$ cat src/rtl/endeavour_apb_pkg.sv
// Shared APB arbitration types and helpers.
// Imported by apb_arbiter2 for its FSM state and timeout counter sizing.
package endeavour_apb_pkg;

    typedef enum logic [1:0] {
        IDLE   = 2'd0,
        SETUP  = 2'd1,
        ACCESS = 2'd2
    } apb_arb_state_t;

    // Counter width able to hold 0..cycles, never narrower than one bit.
    function automatic int tmo_width(input int cycles);
        if (cycles < 1) begin
            return 1;
        end
        return $clog2(cycles + 1);
    endfunction

    // Round-robin pick between two requesters; last is the most
    // recently served master, so a tie goes to the other one.
    function automatic logic rr_pick(
        input logic req0,
        input logic req1,
        input logic last
    );
        if (req0 && req1) begin
            return !last;
        end
        return req1 && !req0;
    endfunction

endpackage

$ cat src/rtl/apb_arbiter2.sv
// Two-master APB arbiter in front of a single APB slave: round-robin,
// one transfer per grant, optional slave response timeout with PSLVERR.
//
// Ports:
//   clk, reset          rising-edge clock, synchronous active-high reset
//   m0_* / m1_*         APB completer ports toward the two masters
//                       (PADDR, PSEL, PENABLE, PWRITE, PWDATA in;
//                        PREADY, PRDATA, PSLVERR out)
//   s_*                 APB requester port toward the shared slave
//                       (PADDR, PSEL, PENABLE, PWRITE, PWDATA out;
//                        PREADY, PRDATA in)
module apb_arbiter2
    import endeavour_apb_pkg::*;
#(
    parameter int ADDR_WIDTH     = 3,
    parameter int DATA_WIDTH     = 32,
    parameter int TIMEOUT_CYCLES = 255
) (
    input  logic                  clk,
    input  logic                  reset,

    input  logic [ADDR_WIDTH-1:0] m0_PADDR,
    input  logic                  m0_PSEL,
    input  logic                  m0_PENABLE,
    input  logic                  m0_PWRITE,
    input  logic [DATA_WIDTH-1:0] m0_PWDATA,
    output logic                  m0_PREADY,
    output logic [DATA_WIDTH-1:0] m0_PRDATA,
    output logic                  m0_PSLVERR,

    input  logic [ADDR_WIDTH-1:0] m1_PADDR,
    input  logic                  m1_PSEL,
    input  logic                  m1_PENABLE,
    input  logic                  m1_PWRITE,
    input  logic [DATA_WIDTH-1:0] m1_PWDATA,
    output logic                  m1_PREADY,
    output logic [DATA_WIDTH-1:0] m1_PRDATA,
    output logic                  m1_PSLVERR,

    output logic [ADDR_WIDTH-1:0] s_PADDR,
    output logic                  s_PSEL,
    output logic                  s_PENABLE,
    output logic                  s_PWRITE,
    output logic [DATA_WIDTH-1:0] s_PWDATA,
    input  logic                  s_PREADY,
    input  logic [DATA_WIDTH-1:0] s_PRDATA
);

    localparam int TW = tmo_width(TIMEOUT_CYCLES);
    localparam bit TMO_EN = (TIMEOUT_CYCLES != 0);
    localparam logic [TW-1:0] TMO_LAST =
        TW'((TIMEOUT_CYCLES > 0) ? TIMEOUT_CYCLES - 1 : 0);

    apb_arb_state_t state;
    apb_arb_state_t state_nxt;
    logic           grant;
    logic           grant_nxt;
    logic           rr_last;
    logic           rr_last_nxt;
    logic [TW-1:0]  tmo_cnt;
    logic [TW-1:0]  tmo_nxt;

    logic           busy;
    logic           in_access;
    logic           tmo_hit;
    logic           done_ok;
    logic           done_tmo;
    logic           g_live;
    logic           resp;
    logic [DATA_WIDTH-1:0] rdata;

    // ---------------------------------------------------------------
    // State register
    // ---------------------------------------------------------------
    always_ff @(posedge clk) begin
        if (reset) begin
            state   <= IDLE;
            grant   <= 1'b0;
            rr_last <= 1'b1;
            tmo_cnt <= '0;
        end else begin
            state   <= state_nxt;
            grant   <= grant_nxt;
            rr_last <= rr_last_nxt;
            tmo_cnt <= tmo_nxt;
        end
    end

    // ---------------------------------------------------------------
    // Completion decode
    // ---------------------------------------------------------------
    always_comb begin
        busy      = (state != IDLE);
        in_access = (state == ACCESS);
        tmo_hit   = TMO_EN && (tmo_cnt == TMO_LAST);
        done_ok   = in_access && s_PREADY;
        done_tmo  = in_access && !s_PREADY && tmo_hit;
    end

    // ---------------------------------------------------------------
    // Next state
    // ---------------------------------------------------------------
    always_comb begin
        state_nxt   = state;
        grant_nxt   = grant;
        rr_last_nxt = rr_last;
        tmo_nxt     = tmo_cnt;
        case (state)
            IDLE: begin
                if (m0_PSEL || m1_PSEL) begin
                    grant_nxt = rr_pick(m0_PSEL, m1_PSEL, rr_last);
                    state_nxt = SETUP;
                end
            end
            SETUP: begin
                tmo_nxt   = '0;
                state_nxt = ACCESS;
            end
            ACCESS: begin
                if (!s_PREADY) begin
                    tmo_nxt = tmo_cnt + TW'(1);
                end
                // A timed-out transfer still counts as this master's
                // turn, so the other master is favoured next.
                if (done_ok || done_tmo) begin
                    rr_last_nxt = grant;
                    state_nxt   = IDLE;
                end
            end
            default: begin
                state_nxt = IDLE;
            end
        endcase
    end

    // ---------------------------------------------------------------
    // Slave-side request mux
    // ---------------------------------------------------------------
    always_comb begin
        s_PSEL    = busy;
        s_PENABLE = in_access;
        s_PADDR   = '0;
        s_PWRITE  = 1'b0;
        s_PWDATA  = '0;
        if (busy) begin
            s_PADDR  = grant ? m1_PADDR  : m0_PADDR;
            s_PWRITE = grant ? m1_PWRITE : m0_PWRITE;
            s_PWDATA = grant ? m1_PWDATA : m0_PWDATA;
        end
    end

    // ---------------------------------------------------------------
    // Master-side response routing
    // ---------------------------------------------------------------
    // The response is only delivered while the granted master is still
    // in its access phase; a master that abandoned the transfer gets
    // nothing and the slave cycle simply drains.
    always_comb begin
        g_live = grant ? (m1_PSEL && m1_PENABLE)
                       : (m0_PSEL && m0_PENABLE);
        resp   = (done_ok || done_tmo) && g_live;
        rdata  = done_ok ? s_PRDATA : '0;

        m0_PREADY  = 1'b0;
        m0_PRDATA  = '0;
        m0_PSLVERR = 1'b0;
        m1_PREADY  = 1'b0;
        m1_PRDATA  = '0;
        m1_PSLVERR = 1'b0;

        if (resp && !grant) begin
            m0_PREADY  = 1'b1;
            m0_PRDATA  = rdata;
            m0_PSLVERR = done_tmo;
        end
        if (resp && grant) begin
            m1_PREADY  = 1'b1;
            m1_PRDATA  = rdata;
            m1_PSLVERR = done_tmo;
        end
    end

endmodule
$ cat config.mk
export PLATFORM = sky130hd
export DESIGN_NAME = apb_arbiter2
export DESIGN_NICKNAME = d
export VERILOG_FILES = /design/src/rtl/endeavour_apb_pkg.sv /design/src/rtl/apb_arbiter2.sv
export SDC_FILE = /design/constraint.sdc
export NUM_CORES = 1
export LEC_CHECK = 0
export CORE_AREA = 8 8 89 91
export DETAILED_ROUTE_END_ITERATION = 7
export DIE_AREA = 0 0 97 99
export GPL_ROUTABILITY_DRIVEN = 0
export PLACE_DENSITY = 0.82
export REMOVE_ABC_BUFFERS = 1
export SYNTH_ARGS = -nofsm -noshare
export SYNTH_HDL_FRONTEND = slang
export SYNTH_SLANG_ARGS = --single-unit
export TNS_END_PERCENT = 10
$ cat constraint.sdc
create_clock -name clk -period 2.02 [get_ports clk]
set_input_delay 0.303 -clock clk [delete_from_list [all_inputs] [get_ports clk]]
set_output_delay 0.303 -clock clk [all_outputs]
set_load 0.02 [all_outputs]
==> summary.md, run 1 <==
| Metric | Value |
|---|---|
| Register-to-Register Path Depth | `6` |
| RSZ-0062 raised after global routing | `yes` |
| Top cell type's share of synthesized area | `24.39%` |
| Avg Inst Size Synth | `7.015 um^2` |
| Post-DP HPWL | `7723 um` |
| Synthesis Warnings | `0` |
| Power share of the clock group | `18.6%` |
| Hold Crit Class | `in2reg` |
| Sequential area share after synthesis | `14.63%` |
| Synth Instances | `234` |
| Drt first pass iters | `4` |
| Sequential Power Share | `21.6%` |
| DP Area | `4038 um^2` |
| Worst Hold Endpoint | `state[0]` |
| Fin worst setup slack | `-0.002511 ns` |
| Crit path largest cell delay | `0.51 ns` |
| Clk_skew | `0.004484 ns` |
| # Max-Cap Violations | `0` |
| Clock Tree Buf Depth | `2` |
| Failing checks | `setup timing` |
| Max IR drop VDD | `0.1773 mV` |
| Core area | `6569 um^2` |
| Status | `finished, violations left` |
| Largest net degree at the start of global routing | `41` |
| Switch Pwr | `403.7 uW` |
| Vias in the first global route | `2662` |
| H-Tree Depth | `1` |
| Grt total ovfl | `0` |
| Die Wd | `97 um` |
| Crit-path max FO | `32` |
| Crit-path slowest cell | `clkdlybuf4s50_1` |
| Slew headroom | `81.15%` |
| TritonCTS buffer count | `3` |
| Fmax | `494.4 MHz` |
| Final period utilization | `100.1%` |
| Root buffer cell | `clkbuf_8` |
| Number of fill cells | `638` |
| CP required | `1.72 ns` |
| Starting density of the core | `24.99%` |
| Hold path start | `m1_PSEL` |
| CTS sink cnt | `12` |
| Sw frac | `34.99%` |
| Setup TNS | `-0.002511 ns` |
| P&R area growth vs syn | `129.1%` |
| Dominant cells by area after synthesis | `and2_1 (24%), mux2i_1 (23%), dfxtp_1 (15%), nor2_1 (12%), clkbuf_1 (2.3%)` |
| Final antenna-violating net count | `0` |
| Worst flop-to-flop path startpoint | `state[1]` |
| Area leader, netlist | `and2_1` |
| Die area | `9603 um^2` |
| First-pass GRT wire length | `13690 um` |
| Worst-path cell chain | `clkdlybuf4s50_1 -> nand3b_1 -> nor2_2 -> buf_12 -> and2_1 -> clkdlybuf4s15_2` |
| Nets@finish | `574` |
| Pwr/cell area | `306.7 nW/um^2` |
| Share of cells above drive strength 1 | `23.09%` |
| Worst-Margin Slew | `0.2788 ns` |
| DRC Markers | `0` |
| GR Util All Layers | `17.13%` |
| Critical Path AT | `1.72 ns` |
| Design Area, Final | `3761 um^2` |
| Initial antenna violation count | `1` |
| WHS Path Cells | `3` |
| Buffers & Inverters on Critical Path | `3` |
| Cell Int Power | `749.9 uW` |
| Worst-Skew Late Latency | `0.24 ns` |
| Setup-failing EPs final | `1` |
| Commonest non-fill, non-tap cells in the layout | `clkdlybuf4s50_1 (110), and2_1 (64), nor2_1 (49), buf_2 (38), mux2i_1 (37)` |
| Setup crit start kind | `input port` |
| CTS tree | `built` |
| Top Family by Delay on Critical Path | `buffers and inverters` |
| Leakage | `1.823 nW` |
| Endpoints failing hold | `0` |
| Final Max Tran Viols | `0` |
| Setup CP Type | `in2out` |
| Starting DRT DRC Count | `58` |
| R2r endpoint | `tmo_cnt[5]` |
| Vias/cell | `4.635` |
| Synthesized area | `1642 um^2` |
| Via count | `2503` |
| Commonest non-fill, non-tap cell in the layout | `clkdlybuf4s50_1` |
| Comb pwr share | `59.9%` |
| Cts hold-fix bufs | `0` |
| Final core occ | `57.26%` |
| Post-Route WL | `9016 um` |
| Die extent in y | `99 um` |
| Number of I/O pins | `217` |
| R2r setup slk | `0.41 ns` |
| Crit end category | `output port` |
| Period minus WS final | `2.023 ns` |
| Average wire per standard cell | `16.70 um` |
| Port bufs | `216` |
| Core Rows | `30` |
| Worst-path clk slew | `0.05 ns` |
| Synth cell types | `35` |
| Number of synthesized register bits | `12` |
==> through the flow <==
step           hold WS (ns)  cells  worst slack, ns  total power, mW
6_report             0.4214    540        -0.002511            1.154
5_1_grt              0.4667    540         -0.08003            1.222
4_1_cts              0.4978    538       0.00004341            1.171
3_5_place_dp         0.4843    535          -0.3889            1.005
3_3_place_gp         0.4701    535          -0.3572           0.9952
2_1_floorplan        0.3754    217           -1.102           0.5425
==> synthesized netlist by cell type <==
master and n:
xor2_1 2, o211ai_1 1, a21oi_1 3, a32oi_1 2, mux2i_1 37, nor2_1 52, o2111ai_2 1, nor3b_4 1
inv_1 4, dfxtp_1 12, a31oi_1 1, or4_1 1, a22oi_1 2, o21ai_0 6, and2_1 64, or2_4 1
nor3b_1 2, buf_1 1, nand3b_1 1, nor2b_2 1, nor4b_1 1, nor2b_4 1, nand2_1 7, o2111ai_1 1
buf_6 1, nand4_1 2, ha_1 2, or3_1 3, nand3_1 3, or2_2 1, buf_4 1, clkbuf_1 10
a21o_1 1, o31ai_1 1, buf_2 4
==> power groups by stage <==
stage          registers [mW]  clock network [mW]  logic [mW]
6_report                0.249               0.214       0.690
5_1_grt                 0.250               0.231       0.741
2_1_floorplan           0.279                   0       0.264
4_1_cts                 0.249               0.223       0.700
3_5_place_dp            0.254                   0       0.751
3_3_place_gp            0.253                   0       0.742
==> kinds of logic (layout without fill, tap and decap cells) <==
kind of cell,count (synthesis),count (layout),share of synthesized area [%]
simple gates,141,141,46.49
xor+xnor,2,2,1.067
flops,12,12,14.63
mux,37,37,22.56
fa+ha+maj,2,2,1.524
compound gates,19,19,7.927
buf+inv,21,246,5.793
other cells,0,1,0
==> worst register-to-register path: stages, from the launching register on <==
cell       delay, ns
dfxtp_1         0.32
buf_4           0.17
nor3b_4         0.24
buf_4           0.16
o2111ai_2       0.16
or4_1           0.43
nand2_1         0.08
==> timing repair <==
action	4_1_cts	5_1_grt
setup buffers	0	0
setup endpoints to repair	102	68
pin swaps	0	1
gates resized for setup	205	78
gates cloned	0	1
==> worst max path at each step <==
stage | startpoint | endpoint | cells after the start
after detailed placement | m1_PSEL | m1_PRDATA[27] | 6
after floorplan | grant | m1_PRDATA[0] | 3
final | m0_PSEL | m0_PRDATA[0] | 6
after global routing | tmo_cnt[0] | m1_PSLVERR | 6
after CTS | m0_PSEL | m0_PRDATA[21] | 6
after global placement | m1_PSEL | m1_PRDATA[27] | 6
==> state kept, by name (all words and copies together) (netlist names) <==
name,cells
rr_last,1
tmo_cnt,8
state,2
grant,1
==> layout make-up <==
class                           count  area (um^2)  area share [%]
Sequential cell                    12        241.5           6.420
Tap cell                           80        100.1           2.661
Antenna cell                        1        2.502         0.06653
Clock buffer                        3        41.29           1.098
Inverter                            4        15.01          0.3992
Multi-Input combinational cell    201         1326           35.26
Timing Repair Buffer              239         2034           54.09
==> metal layers <==
metal | global-route usage [%] | vias to the layer above | share of wire (%)
li1 | - | 1227 | -
met1 | 15.18 | 1123 | 34
met2 | 31.87 | 143 | 50
met3 | 10.36 | 10 | 14
met4 | 4.497 | 0 | 1.7
met5 | 0 | - | 0
(Power assumes the default switching activity.)
==> inputs of run 2 (changes only) <==
--- a/config.mk
+++ b/config.mk
@@ -5,12 +5,15 @@
 export SDC_FILE = /design/constraint.sdc
 export NUM_CORES = 1
 export LEC_CHECK = 0
-export CORE_AREA = 8 8 89 91
+export CELL_PAD_IN_SITES_DETAIL_PLACEMENT = 1
+export CELL_PAD_IN_SITES_GLOBAL_PLACEMENT = 1
+export CORE_AREA = 8 8 114 116
 export DETAILED_ROUTE_END_ITERATION = 7
-export DIE_AREA = 0 0 97 99
+export DIE_AREA = 0 0 122 124
 export GPL_ROUTABILITY_DRIVEN = 0
-export PLACE_DENSITY = 0.82
+export PLACE_DENSITY_LB_ADDON = 0.1
 export REMOVE_ABC_BUFFERS = 1
+export SKIP_LAST_GASP = 1
 export SYNTH_ARGS = -nofsm -noshare
 export SYNTH_HDL_FRONTEND = slang
 export SYNTH_SLANG_ARGS = --single-unit
==> run 2 against run 1 <==
The run still ends with setup timing left. Register-to-register slack worse by 0.02 ns. Die area is 58% higher. Clock skew is 0.0022 ns higher. Power is 21% higher. Design area is 12% higher. Global-route usage is 4.5 points lower. Count of clock-buffer cells in the layout is 1 higher. Sequential power hardly changed. Routed wire length is 15% higher. Largest cell class unchanged. Clock power is 91% higher.
==> summary.md, run 2 (synthesized netlist as in run 1, its figures left out) <==
| Metric | Value |
|---|---|
| Post-Layout Cell Count | `607 (+12%)` |
| Failing checks | `setup timing` |
| Starting DRT DRC Count | `67 (+16%)` |
| Hold path start | `tmo_cnt[6]` |
| Post-Route WL | `10370 um (+15%)` |
| Register-to-Register Path Depth | `6 (unchanged)` |
| Hold Crit Class | `reg2reg` |
| Status | `finished, violations left` |
| Worst-Margin Slew | `0.3365 ns (+0.05771 ns)` |
| Setup-failing EPs final | `85 (+84)` |
| Die area | `15130 um^2 (+58%)` |
| Number of I/O pins | `217 (unchanged)` |
| Critical Path AT | `1.81 ns (+0.09 ns)` |
| Biggest register | `tmo_cnt` |
| Starting density of the core | `14.69% (-10 points)` |
| Crit-path max FO | `15 (-53%)` |
| CTS tree | `built` |
| Average wire per standard cell | `17.08 um (+2.3%)` |
| Commonest non-fill, non-tap cells in the layout | `clkdlybuf4s50_1 (140), and2_1 (64), dlygate4sd2_1 (57), nor2_1 (49), mux2i_1 (37)` |
| Clk_skew | `0.006715 ns (+0.002231 ns)` |
| # Max-Cap Violations | `0 (unchanged)` |
| CTS sink cnt | `12 (unchanged)` |
| Top Registers | `tmo_cnt x8, state x2` |
| Switch Pwr | `433.2 uW (+7.3%)` |
| P&R area growth vs syn | `155.8%` |
| Comb pwr share | `53.1% (-6.8 points)` |
| Number of fill cells | `1352 (+110%)` |
| Final Max Tran Viols | `0 (unchanged)` |
| DRC Markers | `0 (unchanged)` |
| Largest net degree at the start of global routing | `41 (unchanged)` |
| Cell Int Power | `968.0 uW (+29%)` |
| First-pass GRT wire length | `15040 um (+9.8%)` |
| Drt first pass iters | `3 (-1)` |
| Setup CP Type | `in2out` |
| Port bufs | `216 (unchanged)` |
| TritonCTS buffer count | `3 (unchanged)` |
| WHS Path Cells | `2 (-1)` |
| Crit end category | `output port` |
| Via count | `2501 (-0.080%)` |
| Core Rows | `39 (+30%)` |
| Setup crit start kind | `input port` |
| Leakage | `2.005 nW (+10%)` |
| Max IR drop VDD | `0.2823 mV (+59%)` |
| Nets@finish | `578 (+0.70%)` |
| Initial antenna violation count | `0 (-1)` |
| Power share of the clock group | `29.1% (+11 points)` |
| Worst-Skew Late Latency | `0.24 ns (about the same)` |
| CP required | `1.72 ns (about the same)` |
| Post-CTS setup buffers | `0 (unchanged)` |
| Pwr/cell area | `333.7 nW/um^2 (+8.8%)` |
| Period minus WS final | `2.118 ns (+0.09545 ns)` |
| Worst flop-to-flop path startpoint | `state[0]` |
| Slew headroom | `77.25% (-3.9 points)` |
| Final period utilization | `104.8% (+4.7 points)` |
| DP Area | `4131 um^2 (+2.3%)` |
| Max FFs per register | `8 (unchanged)` |
| Fmax | `472.2 MHz (-4.5%)` |
| RSZ-0062 raised after global routing | `yes` |
| Post-DP HPWL | `9086 um (+18%)` |
| H-Tree Depth | `1 (unchanged)` |
| R2r setup slk | `0.39 ns (-0.02 ns)` |
| Clock Tree Buf Depth | `2 (unchanged)` |
| Fin Hold WS | `0.4856 ns (+0.06417 ns)` |
| Worst Hold Endpoint | `tmo_cnt[6]` |
| Root buffer cell | `clkbuf_16` |
| Vias in the first global route | `2743 (+3.0%)` |
| Cell count after placement | `603 (+13%)` |
| Fin worst setup slack | `-0.09796 ns (-0.09545 ns)` |
| # diodes | `0 (-1)` |
| Final antenna-violating net count | `0 (unchanged)` |
| Endpoints failing hold | `0 (unchanged)` |
| Die extent in y | `124 um (+25%)` |
| Sw frac | `30.92% (-4.1 points)` |
| R2r endpoint | `tmo_cnt[5]` |
| Sequential Power Share | `17.8% (-3.8 points)` |
| Worst-path clk slew | `0.05 ns (about the same)` |
| Die Wd | `122 um (+26%)` |
| Core area | `11170 um^2 (+70%)` |
| Commonest non-fill, non-tap cell in the layout | `clkdlybuf4s50_1` |
| Vias/cell | `4.120 (-11%)` |
| Design Area, Final | `4199 um^2 (+12%)` |
| GR Util All Layers | `12.67% (-4.5 points)` |
| Share of cells above drive strength 1 | `10.99% (-12 points)` |
| Grt total ovfl | `0 (unchanged)` |
## run 2: power by group through the flow
stage	registers [mW]	clock network (mW)	logic [mW]
floorplan	0.279	0	0.264
global placement	0.253	0	0.759
detailed placement	0.254	0	0.761
CTS	0.249	0.420	0.762
global route	0.250	0.434	0.805
finish	0.249	0.408	0.744
## run 2: worst max-delay path, stage by stage
cell and delay [ns]:
clkdlybuf4s50_1 0.51, nand3_1 0.13, nor2_2 0.16, buf_4 0.20, and2_1 0.14, dlygate4sd2_1 0.36
## run 2: worst max-delay path by stage
stage / from / endpoint / depth (start not counted)
after global routing: tmo_cnt[0] / m1_PSLVERR / 6
final: m1_PSEL / m1_PRDATA[0] / 6
after global placement: m1_PSEL / m1_PRDATA[30] / 6
after detailed placement: s_PREADY / m0_PRDATA[3] / 6
after floorplan: grant / m1_PRDATA[0] / 3
after CTS: grant / s_PWDATA[0] / 4
## run 2: repair_timing
item,4_1_cts,5_1_grt
endpoints found under the setup margin,104,104
gates cloned,0,0
hold buffers,0,0
resized for setup,87,12
## run 2: metrics by stage
step	utilization [%]	total power, mW	setup TNS [ns]	setup slack, ns
floorplan	-	0.5425	-66.61	-1.102
global placement	36.97	1.012	-23.32	-0.3861
detailed placement	36.97	1.014	-24.97	-0.4183
CTS	37.31	1.431	-10.32	-0.2621
global route	37.58	1.489	-13.87	-0.2505
finish	37.58	1.401	-3.956	-0.09796
## run 2: area by class of cell
type                       count  area [um^2]  share of cell area, %
clock buffer                   4        88.84                  2.116
inverter                       4        15.01                 0.3576
multi-input combinational    201         1314                  31.29
sequential                    12        241.5                  5.751
tap                          143        178.9                  4.261
timing repair buffer         243         2361                  56.23
## run 2: metal layers
metal | vias to the layer above | GRT usage [%] | part of all wire [%]
met5 | - | 0 | 0
met4 | 0 | 1.388 | 0.33
met3 | 2 | 8.160 | 15
met2 | 149 | 23.37 | 50
met1 | 1108 | 11.89 | 35
li1 | 1242 | - | -
==> RTL edit 1 (config.mk and constraints of run 1) <==
Set the parameter `DATA_WIDTH` to 36 (it was 32).
--- a/src/rtl/apb_arbiter2.sv
+++ b/src/rtl/apb_arbiter2.sv
@@ -15,3 +15,3 @@
     parameter int ADDR_WIDTH     = 3,
-    parameter int DATA_WIDTH     = 32,
+    parameter int DATA_WIDTH     = 36,
     parameter int TIMEOUT_CYCLES = 255
Interface: changed (6 resized); port bits go from 217 to 241. The function was not compared with the original's and may differ.
==> RTL edit 1 against run 1 <==
- first-iteration DRC count up 150%
- sequential share of layout area shrank 0.85 points
- sequential cell count stayed put
- total power grew 11%
- die area stayed put
- setup slack gained 0.0075 ns
- non-clock buffer count up 27
- core utilization grew 9.4 points
- synthesized area rose by 15%
- routed wire length up 27%
- cell area is 16% higher
- count of clock-buffer cells in the layout stayed put
- critical path depth is the same
- critical path type unchanged
- critical endpoint is now m1_PRDATA[0]
- largest power group unchanged
- highest routed layer unchanged
==> RTL edit 1: results <==
group,metric,value,unit
route,routedWlPerCell,19.2,um
critical_path,worstRegToRegCells,5,
place,dp_slack,-0.457,ns
pwr,powerSeq,0.253,mW
pwr,sw_frac_of_total,36.9,%
place,dp_cells,587,
synth,yosys-top-cells-count,"and2_1, nor2_1, mux2i_1",
pwr,seq_power_share,19.8,%
synth,synthCells,267,
synth,synth.area.mux_share,23.5,%
synth,synth_top_cells_by_area,"and2_1, mux2i_1, dfxtp_1, nor2_1, nor3_1",
pwr,leakage,2.12,nW
synth,ys_seq_area_share,12.8,%
route,drt_iter0_drc,144,
synth,synth_compound_area_share,7.38,%
place,hpwl,9.54,mm
pwr,peakVddDrop,0.204,mV
route,wl,11.4,mm
finish,reg.largest.list,"tmo_cnt x8, state x2",
synth,synth_fa_ha_area_share,1.33,%
critical_path,startpoint,"m1_PENABLE",
finish,drive_gt1_share,23.9,%
global_routing,grt_max_degree,43,
finish,fin_nets,641,
sta,relSlewSlack,65.9,%
place,portBuffers,240,
critical_path,worstPathMaxFanout,36,
synth,synth_xor_area_share,0,%
pwr,p_comb,0.797,mW
global_routing,antenna_found_initial,2,
status,status,"complete, no violations",
route,vias_per_cell,4.82,
global_routing,grt_pass1_wl,16.5,mm
[RTL edit 1: cell count changes after synthesis, sizes merged, moves of 4 or more]
cell    change
nor2        -6
and2       +11
nand3b      +4
nor3       +12
mux2i       +5
[RTL edit 1: worst max-delay path, cell delays in order]
cell and delay [ns]:
clkdlybuf4s50_1 0.48, nand3_2 0.12, nor3_4 0.22, buf_12 0.19, and2_1 0.14, clkdlybuf4s15_2 0.25
[RTL edit 1: kinds of logic after synthesis]
| kind of cell | after synthesis |
|---|---|
| adders and majority gates | 2 |
| and+or+nand+nor | 162 |
| DFF | 12 |
| buffers and inverters | 29 |
| AOI/OAI and AO/OA | 18 |
| muxes | 44 |
[RTL edit 1: what timing repair did]
action	in CTS	in global routing
cloned	0	2
resized for setup	334	65
buffers inserted	0	2
setup endpoints to repair	118	34
pin swaps	0	4
[RTL edit 1: metrics by stage]
step                      instance area, um^2  hold slack, ns  utilization, %
after floorplan                          1780           0.372               -
after global placement                   4500           0.544            68.6
after detailed placement                 4500           0.553            68.6
after CTS                                4160           0.513            63.3
after global routing                     4380           0.524            66.6
final                                    4380           0.513            66.6
[RTL edit 1: final cells by class]
class	count	area, um^2
well taps	80	100
flip-flops and latches	12	244
fillers	578	2190
inverters	7	26.3
repair buffers	266	2400
diodes	2	5.00
multi-input cells	226	1560
clock buffers	3	41.3
[RTL edit 1: worst paths after layout]
path	endpoint	slack [ns]
worst max-delay path	m1_PRDATA[0]	0.005
worst min-delay path	grant	0.51
worst max register to register	tmo_cnt[5]	0.37
worst min register to register	tmo_cnt[5]	0.57
[RTL edit 1: metal layers]
layer	share of wire, %	vias up	wire, um	global-route usage [%]
met4	3.2	0	363	8.99
met3	8.5	20	976	7.21
met2	52	178	5990	40.6
met5	0	-	0	0
li1	-	1389	-	-
met1	36	1286	4090	20.4
==> RTL edit 2 (settings of run 1) <==
Without the edit above. Put a register stage on the output `m0_PSLVERR`, with the module's reset. The value now appears one clock later. The other outputs are not delayed to match.
--- a/src/rtl/apb_arbiter2.sv
+++ b/src/rtl/apb_arbiter2.sv
@@ -52,2 +52,4 @@
         TW'((TIMEOUT_CYCLES > 0) ? TIMEOUT_CYCLES - 1 : 0);
+
+    logic m0_PSLVERR_d;
 
@@ -165,3 +167,3 @@
         m0_PRDATA  = '0;
-        m0_PSLVERR = 1'b0;
+        m0_PSLVERR_d = 1'b0;
         m1_PREADY  = 1'b0;
@@ -173,3 +175,3 @@
             m0_PRDATA  = rdata;
-            m0_PSLVERR = done_tmo;
+            m0_PSLVERR_d = done_tmo;
         end
@@ -182,2 +184,10 @@
 
+    always_ff @(posedge clk) begin
+        if (reset) begin
+            m0_PSLVERR <= '0;
+        end else begin
+            m0_PSLVERR <= m0_PSLVERR_d;
+        end
+    end
+
 endmodule
Function: no difference found for any inputs over 10 cycles, from zero or initial values and one cycle with reset high; that may be too few to reach the edited logic, so the function may still have changed.
==> RTL edit 2 against run 1 <==
- highest routed layer unchanged
- global-route usage is 0.23 points higher
- sequential share of layout area is 0.26 points higher
- critical path depth stayed put
- sequential cell count is 1 higher
- total power is 4.0% higher
- routed wire length is 0.19% higher
- synthesized area is 3.6% higher
- core utilization is 2.3 points higher
- cell area is 4.1% higher
- non-clock buffer count is 2 lower
- setup slack better by 0.060 ns
- worst hold slack better by 0.11 ns
==> RTL edit 2: results <==
group,metric,value,unit
finish,antenna_cells,0,
place,dp_slack,-0.371,ns
route,vias_per_cell,4.70,
finish,fin_nets,581,
place,place_area,4090,um^2
route,drt_iter0_drc,60,
place,dp_cells,543,
critical_path,cpLargestDelayFamily,"buffers and inverters",
finish,reg.largest.list,"tmo_cnt x8, state x2",
synth,synth.avg_cell_area,6.94,um^2
place,hpwl,7.88,mm
status,status,"complete, no violations",
sta,relSlewSlack,80.3,%
route,num_vias,2570,
clock_network,insertion_delay,0.25,ns
global_routing,grt_pass1_wl,14.0,mm
synth,synth_top_area_share,23.9,%
finish,drive_gt1_share,21.6,%
critical_path,worstPathArrival,1.66,ns
pwr,powerSeq,0.269,mW
synth,ys.warnings.count,0,
route,dr.pass1.iters,4,
pwr,internal-power,0.775,mW
global_routing,antenna_found_initial,0,
pwr,leakage,1.76,nW
global_routing,grt_max_degree,41,
synth,ys_async_sr_fraction,0,%
critical_path,worstPathMaxFanout,32,
synth,ys_seq_area_share,15.3,%
clock_network,cts_buffer_depth,2,
hold_path,hp-class,"flip-flop to flip-flop",
pwr,peakVddDrop,0.156,mV
global_routing,grt.total_usage,17.4,%
place,portBuffers,216,
clock_network,cts_buffers,3,
clock_network,htreeDepth,1,
sta,clock_skew,0.00335,ns
pwr,combPwrFrac,57.6,%
synth,ys_types,30,
clock_network,path_clk_slew,0.06,ns
critical_path,cpPeakStageDelay,0.49,ns
clock_network,hold_buffers,0,
synth,synth_edf_count,0,
synth,synth_top_cells_by_area,"and2_1, mux2i_1, dfxtp_1, nor2_1, clkbuf_1",
synth,synthFlopType,"dfxtp_1",
global_routing,grt_pass1_vias,2700,
route,wl,9.03,mm
finish,num-fill-cells,625,
clock_network,clockRootBuffer,"clkbuf_8",
synth,yosys-top-cells-count,"and2_1, nor2_1, mux2i_1",
RTL edit 2: cell families after synthesis:
logic type / after synthesis / share of synthesized area (%)
buffers and inverters: 25 / 6.33
adders and majority gates: 2 / 1.47
and+or+nand+nor: 146 / 45.0
AOI/OAI and AO/OA: 18 / 7.73
xor gates and xnor gates: 2 / 1.03
DFF: 13 / 15.3
muxes: 39 / 23.1
RTL edit 2: cell type report:
class / count / area, um^2 / share of cell area [%]
timing repair buffer: 237 / 2140 / 54.6
sequential: 13 / 262 / 6.68
multi-input combinational: 207 / 1350 / 34.4
inverter: 6 / 22.5 / 0.575
tap: 80 / 100 / 2.56
clock buffer: 4 / 45.0 / 1.15
RTL edit 2: stage by stage:
step	setup TNS (ns)	power, mW
detailed placement	-20.70	1.03
global placement	-18.08	1.02
floorplan	-66.48	0.561
CTS	0	1.21
finish	0	1.20
global route	-0.0162	1.26
RTL edit 2: tightest hold or removal path, cell delays in order (launching register included):
cell and delay, ns:
dfxtp_1 0.31, nor2_1 0.10, mux2i_1 0.07
RTL edit 2: what timing repair did:
item                       in CTS  in global routing
resized for setup             197                 47
setup endpoints to repair     103                 61
pin swaps                       0                  2
RTL edit 2: final timing paths:
kind | startpoint | end | slack [ns] | cells past startpoint
worst min register to register | rr_last | rr_last | 0.53 | 2
worst min-delay path | rr_last | rr_last | 0.53 | 2
worst max-delay path | m0_PSEL | m0_PRDATA[0] | 0.06 | 6
worst max register to register | state[0] | tmo_cnt[7] | 0.46 | 5
RTL edit 2: per-layer routing:
layer  global-route usage, %  vias to the layer above  share of wire (%)
met5                       0                        -                  0
met1                    17.5                     1141                 38
met3                    7.84                       12                 11
li1                        -                     1249                  -
met4                    4.50                        0                1.6
met2                    31.7                      168                 50
